<file path="src/rtl/mux_arb_2x1.sv">
// Two-requester arbitrated mux: round-robin on contention, with a per-owner burst cap of
// MAX_HOLD counted beats while the other side is waiting.
module mux_arb_2x1 #(
  parameter int unsigned WIDTH    = 8,
  parameter int unsigned MAX_HOLD = 4
) (
  input  logic             clock,
  input  logic             reset_b,
  input  logic             req_a,
  input  logic [WIDTH-1:0] data_a,
  output logic             gnt_a,
  input  logic             req_b,
  input  logic [WIDTH-1:0] data_b,
  output logic             gnt_b,
  input  logic             m_ready,
  output logic             m_valid,
  output logic [WIDTH-1:0] m_out,
  output logic             select
);

  localparam logic [3:0] MaxHold = 4'(MAX_HOLD);

  typedef enum logic [1:0] {
    StIdle = 2'b00,
    StOwnA = 2'b01,
    StOwnB = 2'b10
  } state_e;

  state_e     state_q, state_d;
  logic [3:0] hold_q, hold_d;
  logic       last_a_q, last_a_d;

  logic       beat;
  logic [4:0] hold_inc;
  logic       at_limit;

  // Outputs are decoded from state only, so async reset clears them at once.
  assign gnt_a   = (state_q == StOwnA);
  assign gnt_b   = (state_q == StOwnB);
  assign select  = gnt_a;
  assign m_out   = select ? data_a : data_b;
  assign m_valid = (gnt_a & req_a) | (gnt_b & req_b);

  assign beat     = m_valid & m_ready;
  assign hold_inc = {1'b0, hold_q} + 5'd1;
  // >= rather than == so a saturated owner yields on its next beat once the peer asks.
  assign at_limit = (hold_inc >= {1'b0, MaxHold});

  always_comb begin
    state_d  = state_q;
    hold_d   = hold_q;
    last_a_d = last_a_q;

    unique case (state_q)
      StIdle: begin
        if (req_a && (!req_b || !last_a_q)) begin
          state_d = StOwnA;
        end else if (req_b) begin
          state_d = StOwnB;
        end
      end
      StOwnA: begin
        if (!req_a) begin
          state_d = req_b ? StOwnB : StIdle;
        end else if (beat) begin
          if (at_limit && req_b) begin
            state_d = StOwnB;
          end else begin
            hold_d = at_limit ? MaxHold : hold_inc[3:0];
          end
        end
      end
      StOwnB: begin
        if (!req_b) begin
          state_d = req_a ? StOwnA : StIdle;
        end else if (beat) begin
          if (at_limit && req_a) begin
            state_d = StOwnA;
          end else begin
            hold_d = at_limit ? MaxHold : hold_inc[3:0];
          end
        end
      end
      default: begin
        state_d = StIdle;
      end
    endcase

    if (state_d != state_q) begin
      hold_d = 4'd0;
    end
    if (state_d == StOwnA && state_q != StOwnA) begin
      last_a_d = 1'b1;
    end else if (state_d == StOwnB && state_q != StOwnB) begin
      last_a_d = 1'b0;
    end
  end

  always_ff @(posedge clock or negedge reset_b) begin
    if (!reset_b) begin
      state_q  <= StIdle;
      hold_q   <= 4'd0;
      last_a_q <= 1'b0;
    end else begin
      state_q  <= state_d;
      hold_q   <= hold_d;
      last_a_q <= last_a_d;
    end
  end

endmodule

</file>
<file path="config.mk">
export PLATFORM = sky130hd
export DESIGN_NAME = mux_arb_2x1
export DESIGN_NICKNAME = d
export VERILOG_FILES = /design/src/rtl/mux_arb_2x1.sv
export SDC_FILE = /design/constraint.sdc
export NUM_CORES = 1
export LEC_CHECK = 0
export ABC_AREA = 1
export ABC_CLOCK_PERIOD_IN_PS = 3550
export BUFFER_PORTS_ARGS = -buffer_cell sky130_fd_sc_hd__buf_2
export CELL_PAD_IN_SITES_DETAIL_PLACEMENT = 2
export CELL_PAD_IN_SITES_GLOBAL_PLACEMENT = 2
export CORE_MARGIN = 4
export CORE_UTILIZATION = 24
export CTS_BUF_LIST = sky130_fd_sc_hd__clkbuf_4 sky130_fd_sc_hd__clkbuf_8
export DETAILED_ROUTE_END_ITERATION = 8
export PLACE_DENSITY_LB_ADDON = 0.1
export SYNTH_ARGS = -nofsm -noshare
export SYNTH_HDL_FRONTEND = slang
export SYNTH_SLANG_ARGS = --single-unit
</file>
<file path="constraint.sdc">
create_clock -name clock -period 3.55 [get_ports clock]
set_input_delay 0 -clock clock [delete_from_list [all_inputs] [get_ports clock]]
set_output_delay 0 -clock clock [all_outputs]
set_load 0.005 [all_outputs]
</file>
# Yosys cells after proc, flatten, opt, wreduce, memory -nomap -nowiden
# Index checks and enable logic that the tools add are counted.
# Widths: inputs -> output; s select.
[op_classes]
bitwise = 4
addsub = 1
n_reduce_logical = 12
n_eq_ne = 13
order_cmp = 1
n_mux = 23
[ops]
columns = ["operator", "n"]
rows = [
  ["$mux 4", 8],
  ["$mux 2", 9],
  ["$ne 3x2->1 const B", 4],
  ["$mux 8", 1],
  ["$pmux 4 s2", 1],
  ["$reduce_and 7->1", 1],
  ["$ne 3x1->1 const B", 2],
  ["$pmux 2 s3", 1],
  ["$add 4x1->5 const B", 1],
  ["$ge 5x3->1 const B", 1],
  ["$logic_and 1x1->1", 5],
  ["$eq 2x1->1 const B", 2],
  ["$eq 2x2->1 const B", 2],
  ["$and 1x1->1", 3],
  ["$mux 1", 3],
  ["$reduce_bool 3->1", 1],
  ["$logic_not 1->1", 2],
  ["$logic_not 2->1", 1],
  ["$ne 2x1->1 const B", 1],
  ["$ne 2x2->1", 1],
  ["$ne 2x2->1 const B", 1],
  ["$reduce_bool 2->1", 1],
  ["$logic_or 1x1->1", 1],
  ["$or 1x1->1", 1],
]
[word_totals]
reg_bits = 7
wordCells = 57
output_inout_bits = 12

# Logic depth before layout (Yosys ltp)
[depth]
ltp_word = 11
ltp_mapped = 15
mapped_depth_nobuf = 15

# Least setup slack after synthesis
# OpenSTA, ideal clock, no wires.
[synth_path]
path_type = "register to register"
startpoint = "register state_q[0]"
endpoint = "register hold_q[2]"
arrival_time_ns = 1.560
required_time_ns = 3.431
setup_time_ns = 0.119
setup_slack_ns = 1.871
stages_incl_launch_ff = 16
path_cell_list = "dfrtp_1 -> inv_2 -> ha_1 -> nand2_2 -> nand2_2 -> nand2_2 -> nor2_2 -> nand2_1 -> nand2_1 -> nand2_1 -> nand2_1 -> nand2_2 -> nand2_1 -> nand2_1 -> nand2_2 -> nor2_1"
[synth_via]
elab_chain_cells = 10
elab_cells_between_ends = 27
classes_between = "9 x eq/ne; 11 x mux; 4 x bitwise; 3 x reduce/logical"
[synth_lines]
columns = ["item", "line", "rtl"]
rows = [
  ["start, declared", "29", "state_e state_q, state_d;"],
  ["start signal, assigned", "101", "state_q <= StIdle;"],
  ["start signal, assigned", "105", "state_q <= state_d;"],
  ["$eq 2x2->1 *", "39", "assign gnt_b = (state_q == StOwnB);"],
  ["named net gnt_b", "14", "output logic gnt_b,"],
  ["$and 1x1->1 *", "42", "assign m_valid = (gnt_a & req_a) | (gnt_b & req_b);"],
  ["$or 1x1->1 *", "42", ""],
  ["named net m_valid", "16", "output logic m_valid,"],
  ["$and 1x1->1 *", "44", "assign beat = m_valid & m_ready;"],
  ["$mux 2, on equally long branches", "76, 65", ""],
  ["$mux 2, on equally long branches", "74, 63", ""],
  ["$pmux 2 s3", "54", "unique case (state_q)"],
  ["$ne 2x2->1", "89", "if (state_d != state_q) begin"],
  ["$ne 3x2->1 (no source line) (tied with other cells)", "n/a", ""],
  ["$reduce_and 7->1 (no source line)", "n/a", ""],
  ["end signal, assigned", "106", "hold_q <= hold_d;"],
  ["end, declared", "30", "logic [3:0] hold_q, hold_d;"],
]
# Mark *: on every way through the listed nets, which the timed path passes. The rest lies on a longest branch.
# A chain may end at the register's enable or synchronous reset.

# Worst setup path after layout
[layout_path]
startpoint = "register state_q[1]"
endpoint = "register hold_q[1]"
[layout_via]
elab_chain_cells = 10
elab_cells_between_ends = 27
classes_between = "9 x eq/ne; 11 x mux; 4 x bitwise; 3 x reduce/logical"
[layout_lines]
columns = ["item", "line"]
rows = [
  ["$eq 2x1->1 / $eq 2x2->1 (equally long branches)", "38, 54, 39"],
  ["$and 1x1->1", "42"],
  ["$or 1x1->1", "42"],
  ["$and 1x1->1", "44"],
  ["$mux 2, on equally long branches", "76, 65"],
  ["$mux 2, on equally long branches", "74, 63"],
  ["$pmux 2 s3", "54"],
  ["$ne 2x2->1", "89"],
  ["$ne 3x2->1 (no source line) (tied with other cells)", "n/a"],
  ["$reduce_and 7->1 (no source line)", "n/a"],
]
# Several ways; a longest one is shown, not always the timed one.

==> results_dict.tcl <==
set metrics [dict create \
    status "completed" \
    leakage_uw 0.000565 \
    area_delta_synth_final_pct 32.7 \
    wirelength_um 2440 \
    drive_above_1_share_pct 33.1 \
    place_hpwl_um 2100 \
    r2r-start "state_q[1]" \
    cts_buffers 3 \
    grt_max_degree 13 \
    ys_types 18 \
    yosysWarnings 0 \
    crit_path_start "state_q[1]" \
    post_cts_resized 0 \
    end_kind "register" \
    drv_slew 0 \
    drt.antenna.violating_nets 0 \
    rsz0062_at_grt "false" \
    cts.reportedPaths.clkPinSlew_ns 0.05 \
    final_cell_mix "nand2_1, buf_2, nor2_1" \
    start_util_pct 25.5 \
    buffer_ports.inserted 32 \
    maxCapViolations 0 \
    cp-start-kind "register" \
    antenna_found_initial 0 \
    h-tree-depth 1 \
    grt_pass1_wl_um 4140 \
    post-route-min-period_ns 2.04 \
    fin_tns_setup_ns 0 \
    r2r_end "hold_q[1]" \
    setup_viol 0 \
    cp-endpoint "hold_q[1]" \
    mappedNetlistArea_um2 716 \
    ir_worst_vdd_v 0.000158 \
    die_y_um 62.6 \
    coreArea_um2 2810 \
    worstHoldPathType "in -> async" \
    first_pass_iters 4 \
    hold_viol 0 \
    netlist_top_cells_area "nand2_1, dfrtp_1, ha_1, nor2_1, inv_1" \
    post_drt_wl_per_cell_um 13.0 \
    worst_clock_skew_ns 0.00344 \
    fp-row-count 19 \
    post_cts_buffers 0 \
    grt_pass1_vias 940 \
    diodes 0 \
    period_share_pct 57.6 \
    drc_errors 0 \
    cts_tree "done" \
    synth.avg_cell_area_um2 5.91 \
    p_per_area_nw_per_um2 638 \
    worstPathRequired_ns 3.73 \
    io-pin-count 33 \
    die-area_um2 3920 \
    die_w_um 62.6 \
    drt_iter0_drc 13 \
    layout_commonest_cell "nand2_1" \
    path_class "reg -> reg" \
    final_util_pct 33.9 \
    root_buffer "clkbuf_4" \
    clockBufferDepth 2 \
    grt-ovfl-total 0 \
    cp.arrival_ns 2.23 \
    gp_congestion 0.806 \
    relSlewSlack_pct 83.2 \
    yosys.area.top_type "nand2_1" \
    grt_usage_pct 13.2 \
    tightest_slew_ns 0.249 \
    fmax_mhz 489 \
    synth_top_area_share_pct 30.4 \
    reg2reg_slack_ns 1.51 \
    synth_seq_cells 7 \
    yosysSeqAreaShare_pct 24.5 \
    clock_sinks 7 \
    clock_latency_ns 0.25 \
    vias 859 \
    vias_per_cell 4.57 \
    syn_inst 121 \
    cp_max_fo 5 \
    power_uw 606 \
    r2r_cells 14 \
    nNetsFinal 185 \
    synth_nets 148 \
]
-- synth_stat cells (all sizes together) --
cell,n
or2,2
ha,6
inv,14
a21oi,4
nand2,64
a21boi,1
nand3,4
dfrtp,7
buf,2
nor2,14
o21ai,3
-- repair_timing --
action / in CTS / in global routing
hold buffers: 1 / 0
setup endpoints to repair: 0 / 0
endpoints found under the hold margin: 7 / 0
-- report_power, final --
group	internal, uW	switching (uW)
Combinational	149	252
Sequential	99.9	25.1
Clock	50.5	29.4
Total	299	307
-- stage by stage --
stage          setup WS, ns  instances  area (um2)  hold slack (ns)
6_report               1.51        188         950            0.106
4_1_cts                1.50        188         950            0.103
2_1_floorplan          1.87        121         716           -0.296
5_1_grt                1.35        188         950            0.127
3_5_place_dp           1.51        183         910           -0.158
3_3_place_gp           1.60        183         910           -0.161
-- flip-flops by register name, summed over array words and instances (netlist names) --
name	flops
hold_q	4
state_q	2
last_a_q	1
-- routing by layer --
| layer | part of all wire (%) | vias up | wire length (um) | global-route usage (%) |
|---|---|---|---|---|
| li1 | - | 435 | - | - |
| met1 | 44 | 384 | 1070 | 14.7 |
| met2 | 47 | 35 | 1140 | 23.4 |
| met3 | 8.0 | 5 | 196 | 4.14 |
| met4 | 1.4 | 0 | 34 | 4.96 |
| met5 | 0 | - | 0 | 0 |
-- cell type report --
type	count	area (um2)
fill	353	1860
multi-input combinational	98	475
timing repair buffer	34	178
sequential	7	175
inverter	14	52.6
tap	31	38.8
clock buffer	4	30.0
-- how the worst min path moves through the flow --
stage,to,slack [ns],depth (start not counted)
after CTS,hold_q[2],0.10,2
after global routing,last_a_q,0.13,2
after global placement,hold_q[2],-0.16,1
final,hold_q[1],0.11,2
after floorplan,hold_q[0],-0.30,0
after detailed placement,hold_q[2],-0.16,1
-- critical path, stage by stage (launching register included) --
cell,delay (ns)
dfrtp_1,0.46
inv_2,0.15
ha_1,0.19
nand2_1,0.10
nand2_2,0.08
nand2_2,0.06
nor2_2,0.11
nand2_1,0.12
a21oi_2,0.19
nand2_1,0.10
nand2_2,0.10
nand2_1,0.06
nand2_1,0.07
nand2_2,0.08
nor2_1,0.10
-- logic make-up (layout without fill, tap and decap cells) --
| kind of cell | Yosys count | count (layout) | synth area share [%] |
|---|---|---|---|
| AND/OR/NAND/NOR | 84 | 84 | 49.0 |
| flip-flops | 7 | 7 | 24.5 |
| adder cells (fa/ha/maj) | 6 | 6 | 10.5 |
| buffers and inverters | 16 | 52 | 9.09 |
| AO/OA/AOI/OAI | 8 | 8 | 6.99 |
Power figures use the tool's default switching activity.
